[config.mk]
export PLATFORM = sky130hd
export DESIGN_NAME = sg_list_writer_64_flat
export DESIGN_NICKNAME = d
export VERILOG_FILES = /design/src/rtl/sg_list_writer_64_if.sv /design/src/rtl/sg_list_writer_64.sv /design/src/flat_wrapper.sv
export SDC_FILE = /design/constraint.sdc
export NUM_CORES = 1
export LEC_CHECK = 0
export ABC_AREA = 1
export ABC_CLOCK_PERIOD_IN_PS = 2070
export CAP_MARGIN = 20
export CORE_MARGIN = 3
export CORE_UTILIZATION = 32
export DETAILED_ROUTE_END_ITERATION = 7
export SLEW_MARGIN = 5
export SYNTH_ARGS = -nofsm -noshare
export SYNTH_HDL_FRONTEND = slang
export SYNTH_SLANG_ARGS = --single-unit
[constraint.sdc]
create_clock -name clk_i -period 2.07 [get_ports clk_i]
set_input_delay 0.414 -clock clk_i [delete_from_list [all_inputs] [get_ports clk_i]]
set_output_delay 0.414 -clock clk_i [all_outputs]
set_load 0.01 [all_outputs]
[src/rtl/sg_list_writer_64_if.sv]
// Element-source and SG-buffer-write signal bundle for sg_list_writer_64.
// The writer uses the slave modport; the element source and FIFO side use master.
interface sg_list_writer_64_if #(
  parameter int C_DATA_WIDTH = 64
);
  logic                    valid;
  logic                    rdy;
  logic [63:0]             addr;
  logic [31:0]             len;
  logic [C_DATA_WIDTH-1:0] buf_data;
  logic                    buf_data_wen;
  logic                    buf_data_full;

  modport master (
    output valid, addr, len, buf_data_full,
    input  rdy, buf_data, buf_data_wen
  );

  modport slave (
    input  valid, addr, len, buf_data_full,
    output rdy, buf_data, buf_data_wen
  );
endinterface

[src/rtl/sg_list_writer_64.sv]
// Packs {64-bit address, 32-bit length} elements into two consecutive SG buffer
// words (address, then length) and counts fully written elements.
module sg_list_writer_64 #(
  parameter int C_DATA_WIDTH  = 64,
  parameter int C_COUNT_WIDTH = 16
) (
  input  logic                     clk_i,
  input  logic                     rst_n_i,
  sg_list_writer_64_if.slave       sg_if,
  input  logic                     clear_i,
  output logic [C_COUNT_WIDTH-1:0] count_o,
  output logic                     idle_o
);

  typedef enum logic [1:0] {
    S_IDLE    = 2'd0,
    S_WR_ADDR = 2'd1,
    S_WR_LEN  = 2'd2
  } state_t;

  state_t                   state_q;
  logic [63:0]              addr_q;
  logic [31:0]              len_q;
  logic [C_COUNT_WIDTH-1:0] count_q;
  logic [C_COUNT_WIDTH-1:0] count_d;

  logic [C_DATA_WIDTH-1:0]  buf_data_s;
  logic                     buf_wen_s;
  logic                     rdy_s;
  logic                     len_wr_s;

  // Word mux and handshakes; RDY is gated by reset so it drops the instant reset asserts.
  always_comb begin
    buf_data_s = {32'd0, len_q};
    buf_wen_s  = 1'b0;
    rdy_s      = 1'b0;
    case (state_q)
      S_IDLE: begin
        rdy_s = rst_n_i;
      end
      S_WR_ADDR: begin
        buf_data_s = addr_q;
        buf_wen_s  = !sg_if.buf_data_full;
      end
      S_WR_LEN: begin
        buf_wen_s = !sg_if.buf_data_full;
        rdy_s     = rst_n_i & !sg_if.buf_data_full;
      end
      default: begin
        buf_wen_s = 1'b0;
        rdy_s     = 1'b0;
      end
    endcase
  end

  assign len_wr_s = (state_q == S_WR_LEN) && !sg_if.buf_data_full;

  // Completed-element counter: clear dominates, increment saturates at all-ones.
  always_comb begin
    count_d = count_q;
    if (clear_i) begin
      count_d = '0;
    end else if (len_wr_s && (count_q != {C_COUNT_WIDTH{1'b1}})) begin
      count_d = count_q + 1'b1;
    end else begin
      count_d = count_q;
    end
  end

  // Element FSM and captured element; the length-word edge doubles as the back-to-back accept edge.
  always_ff @(posedge clk_i or negedge rst_n_i) begin
    if (!rst_n_i) begin
      state_q <= S_IDLE;
      addr_q  <= 64'd0;
      len_q   <= 32'd0;
      count_q <= '0;
    end else begin
      count_q <= count_d;
      case (state_q)
        S_IDLE: begin
          if (sg_if.valid) begin
            addr_q  <= sg_if.addr;
            len_q   <= sg_if.len;
            state_q <= S_WR_ADDR;
          end
        end
        S_WR_ADDR: begin
          if (!sg_if.buf_data_full) begin
            state_q <= S_WR_LEN;
          end
        end
        S_WR_LEN: begin
          if (!sg_if.buf_data_full) begin
            if (sg_if.valid) begin
              addr_q  <= sg_if.addr;
              len_q   <= sg_if.len;
              state_q <= S_WR_ADDR;
            end else begin
              state_q <= S_IDLE;
            end
          end
        end
        default: begin
          state_q <= S_IDLE;
        end
      endcase
    end
  end

  assign sg_if.buf_data     = buf_data_s;
  assign sg_if.buf_data_wen = buf_wen_s;
  assign sg_if.rdy          = rdy_s;
  assign count_o            = count_q;
  assign idle_o             = (state_q == S_IDLE);

endmodule

[src/flat_wrapper.sv]
// flat-port wrapper written by rule: the top's interface ports become plain ports
module sg_list_writer_64_flat 
#(
  parameter int C_DATA_WIDTH  = 64,
  parameter int C_COUNT_WIDTH = 16
)
  (clk_i, rst_n_i, clear_i, count_o, idle_o, sg_if_valid, sg_if_addr, sg_if_len, sg_if_buf_data_full, sg_if_rdy, sg_if_buf_data, sg_if_buf_data_wen);
  sg_list_writer_64_if #(.C_DATA_WIDTH(C_DATA_WIDTH)) sg_if_i ();
  input  logic clk_i;
  input  logic rst_n_i;
  input  logic clear_i;
  output logic [C_COUNT_WIDTH-1:0] count_o;
  output logic idle_o;
  input wire logic [$bits(sg_if_i.valid)-1:0] sg_if_valid;
  input wire logic [$bits(sg_if_i.addr)-1:0] sg_if_addr;
  input wire logic [$bits(sg_if_i.len)-1:0] sg_if_len;
  input wire logic [$bits(sg_if_i.buf_data_full)-1:0] sg_if_buf_data_full;
  output wire logic [$bits(sg_if_i.rdy)-1:0] sg_if_rdy;
  output wire logic [$bits(sg_if_i.buf_data)-1:0] sg_if_buf_data;
  output wire logic [$bits(sg_if_i.buf_data_wen)-1:0] sg_if_buf_data_wen;
  assign sg_if_i.valid = sg_if_valid;
  assign sg_if_i.addr = sg_if_addr;
  assign sg_if_i.len = sg_if_len;
  assign sg_if_i.buf_data_full = sg_if_buf_data_full;
  assign sg_if_rdy = sg_if_i.rdy;
  assign sg_if_buf_data = sg_if_i.buf_data;
  assign sg_if_buf_data_wen = sg_if_i.buf_data_wen;
  sg_list_writer_64 #(.C_DATA_WIDTH(C_DATA_WIDTH), .C_COUNT_WIDTH(C_COUNT_WIDTH)) u_core (.clk_i(clk_i), .rst_n_i(rst_n_i), .sg_if(sg_if_i), .clear_i(clear_i), .count_o(count_o), .idle_o(idle_o));
endmodule
==> summary.md <==
For this design the total switching power over the nets is 4.62 mW. The run finished, with violations left. The relative max-transition margin was 57.8%. The checks that failed: negative setup slack. The count of endpoints failing hold in the final timing report came out at 0. The placeable core region was 0.0168 mm². 184 I/O pins were placed.

After Yosys synthesis, and, or, nand and nor cells account for 17.4% of the synthesized area. The area share of the largest cell type after synthesis was 51.3%. The main combinational cell family by area after synthesis is multiplexers. From synthesis to final layout, the design area changed by 60.5%. Counting every instance in the synthesized netlist gives 538. The H-tree was split into 4 levels.

For the final standard cell count with taps included and fillers excluded, the log shows 996. Setup repair after global routing could not meet its margin everywhere. The mean number of vias per cell is 4.57, and the largest net degree at the start of global routing is 115. The worst hold path belongs to the class primary input to async pin. The power per cell area came out at 1550 mW/mm².

Cell internal power was estimated by the tool at 9.26 mW. Area of the die: 0.0190 mm². TritonCTS built the clock tree. At the worst endpoint, the required time is 1.66 ns.

Clock latency on the worst-skew pair, taken at its later pin, is 0.41 ns. For this run, the detailed router's first-pass iteration total came to 4. The congestion estimate from routability-driven global placement came to 0.838. The run gives 937 as the number of placed instances, taps included. The routed length per instance is 16.5 µm. The first global-routing pass estimated 23,900 µm of wire. For the initial cell density of the core, the log shows 33.1%. The synthesized design contains 114 register bits. Of the post-synthesis cell area, the part taken by muxes is 22.1%. The actual transition at the worst max-transition pin was 0.633 ns. The adder and majority cell fraction of the synthesized area came out at 1.12%. The worst clock skew is 0.0112 ns.

Of the total power, combinational logic draws 50.4%. Clock tree synthesis inserted a total of 17 buffers. Half-perimeter wire length of the detailed placement result: 10,200 µm.

The critical path capture point type was an output port. For the data arrival at the endpoint of the critical path, the log shows 1.71 ns. For this design, the sink count on the clock tree is 114. The biggest area contributor in the post-synthesis netlist is sky130_fd_sc_hd__dfrtp_1.

In this run the mean area of a mapped cell was 10.3 µm². The setup slack of the critical path after layout came out at -0.0515 ns. Most common library cell in the layout ignoring fill and taps: sky130_fd_sc_hd__nand2_1. The routed layout has 4,551 vias.

The nature of the critical path startpoint is a register. For this block, the routed nets add up to 16,500 µm of wire. The cell area that synthesis handed to floorplanning was 0.00557 mm². At the end of the flow, the number of nets in the layout was 872.

The antenna diode count was 0; the die outline height was 138 µm. For this run, design rule violations remaining after detail routing come to 0. Part of the power in registers: 27.9%. The logs give 0 for the residual antenna-violating net count after detailed routing and 28 for the count of unique library cells instantiated by Yosys. For the number of standard-cell rows in the floorplan, the log shows 47. The total count of max-transition violations in the final report came out at 0. The number of global-route vias before repair is 4,522, and the count of buffers from port buffering is 183.

The final number of setup-violating endpoints is 69, and the post-route fraction of the period consumed by the critical path is 102%. The share of total power dissipated in the clock network is 21.7%. Summing the areas of all compound-gate instances in the mapped netlist gives 1.48% of the synthesized area. Net switching is 33.3% of the power. For the number of fill cells in the layout, the log shows 1,484. The global routing usage summed across all routing layers was 16.3%; the reported max-cap violation count was 0. After the first detailed-routing iteration, the DRC count stood at 226. Number of antenna violations at the first check in global routing: 2. The critical path is of the register to output port type.

For this run, the number of Yosys warnings is 0. The number of buffers on the longest clock path came out at 2. In this run the static leakage power is 4.50 nW. The fraction of final layout cells with drive strength greater than 1 was 38.7%.

The global-route congestion overflow total came out at 0. Sequential elements use 51.3% of the synthesized area. The cell sitting at the root of the clock tree is a sky130_fd_sc_hd__clkbuf_16. The minimum clock period came out at 2.12 ns. Ranked by total cell area, the synthesized netlist is headed by sky130_fd_sc_hd__dfrtp_1 (51%), sky130_fd_sc_hd__nand2_1 (13%), sky130_fd_sc_hd__mux2_2 (11%). The number of nets in the synthesized netlist is 644. The tools report the worst voltage drop across the vdd grid as 0.000932 V.

The maximum fanout encountered on the critical timing path is 7, and the clock transition at the register clock pins on the worst setup and hold paths after CTS is 0.05 ns. Based on the critical path, the design can be clocked at up to 471 MHz. The final standard cell utilization of the core was 53.1%; the XOR/XNOR share of the synthesized area was 0.787%. The top cell types in the final layout, fill and taps aside, are sky130_fd_sc_hd__nand2_1 (144), sky130_fd_sc_hd__clkdlybuf4s50_1 (115), sky130_fd_sc_hd__dfrtp_1 (114). The die is 138 µm wide.
==> cell type report <==
type	instances	area (µm²)	area share (%)
Clock inverter	5	100	1.12
Sequential cell	114	2850	31.9
Clock buffer	24	502	5.62
Timing Repair Buffer	230	2370	26.5
Inverter	49	194	2.17
Multi-Input combinational cell	354	2640	29.6
Tap cell	220	275	3.08
==> final timing paths <==
check | startpoint | end | slack (ns) | depth (start not counted)
worst max-delay path | u_core.state_q[1] | sg_if_buf_data[9] | -0.05 | 9
worst min-delay path | rst_n_i | u_core.count_o[9] | 0.11 | 2
worst max register to register | u_core.state_q[0] | u_core.len_q[14] | -0.04 | 9
worst min register to register | u_core.addr_q[1] | u_core.addr_q[1] | 0.50 | 1
max in group asynchronous | rst_n_i | u_core.addr_q[3] | 1.47 | 2
min in group clk_i | u_core.addr_q[1] | u_core.addr_q[1] | 0.50 | 1
==> through the flow <==
step	setup slack, ns	hold slack (ns)	TNS, ns	cell area [µm²]	total power, mW
6_report	-0.0515	0.106	-1.24	8930	13.9
3_3_place_gp	-0.0769	0.488	-3.60	7780	9.48
2_1_floorplan	0.304	0.118	0	5570	6.91
4_1_cts	-0.109	0.149	-1.23	8490	13.0
3_5_place_dp	-0.0802	0.493	-3.24	7780	9.62
5_1_grt	-0.102	0.172	-7.32	8930	14.7
==> repair_timing <==
action | CTS | global route
cloned | 5 | 13
gates resized for setup | 296 | 77
pin swaps | 9 | 24
setup buffers | 13 | 2
hold buffers | 0 | 0
endpoints found under the setup margin | 67 | 158
==> logic make-up (layout without fill, tap and decap cells) <==
group / Yosys count / after routing
adders and majority gates: 5 / 5
xor gates and xnor gates: 5 / 5
buffers and inverters: 72 / 308
and+or+nand+nor: 233 / 235
AOI/OAI and AO/OA: 13 / 13
muxes: 96 / 96
DFF: 114 / 114
==> cell usage after synthesis (all sizes together) <==
library cell,instances
a21boi,1
a21oi,3
buf,16
clkbuf,7
dfrtp,114
ha,5
inv,49
mux2,96
nand2,191
nand3,12
nand3b,1
nand4,10
nor2,18
o211ai,3
o21ai,3
o21bai,2
o31ai,1
or2,1
xor2,5
==> metal layers <==
layer,global-route usage [%],up-vias,wire length [µm]
li1,-,2180,-
met1,21.3,2228,7100
met2,26.1,125,8260
met3,5.30,14,933
met4,4.77,4,143
met5,0,-,27
==> flip-flops by register name (all words and copies together) (netlist names) <==
| register | flops |
|---|---|
| u_core.state_q | 2 |
| u_core.addr_q | 64 |
| u_core.len_q | 32 |
| u_core.count_o | 16 |
==> critical path: stages, from the launching register on <==
cell	delay, ns
sky130_fd_sc_hd__dfrtp_1	0.40
sky130_fd_sc_hd__inv_2	0.09
sky130_fd_sc_hd__ha_4	0.17
sky130_fd_sc_hd__buf_12	0.12
sky130_fd_sc_hd__inv_8	0.04
sky130_fd_sc_hd__buf_12	0.13
sky130_fd_sc_hd__buf_4	0.12
sky130_fd_sc_hd__nand2_1	0.05
sky130_fd_sc_hd__nand2_1	0.06
sky130_fd_sc_hd__buf_6	0.12
==> power by group through the flow <==
stage	clock [mW]	sequential [mW]	combinational (mW)
after global routing	3.19	4.00	7.51
after floorplan	0	3.63	3.28
after detailed placement	0	3.78	5.84
final	3.02	3.87	6.99
after global placement	0	3.73	5.75
after CTS	3.10	3.79	6.10
No activity file was read; power rests on OpenSTA's default activity.
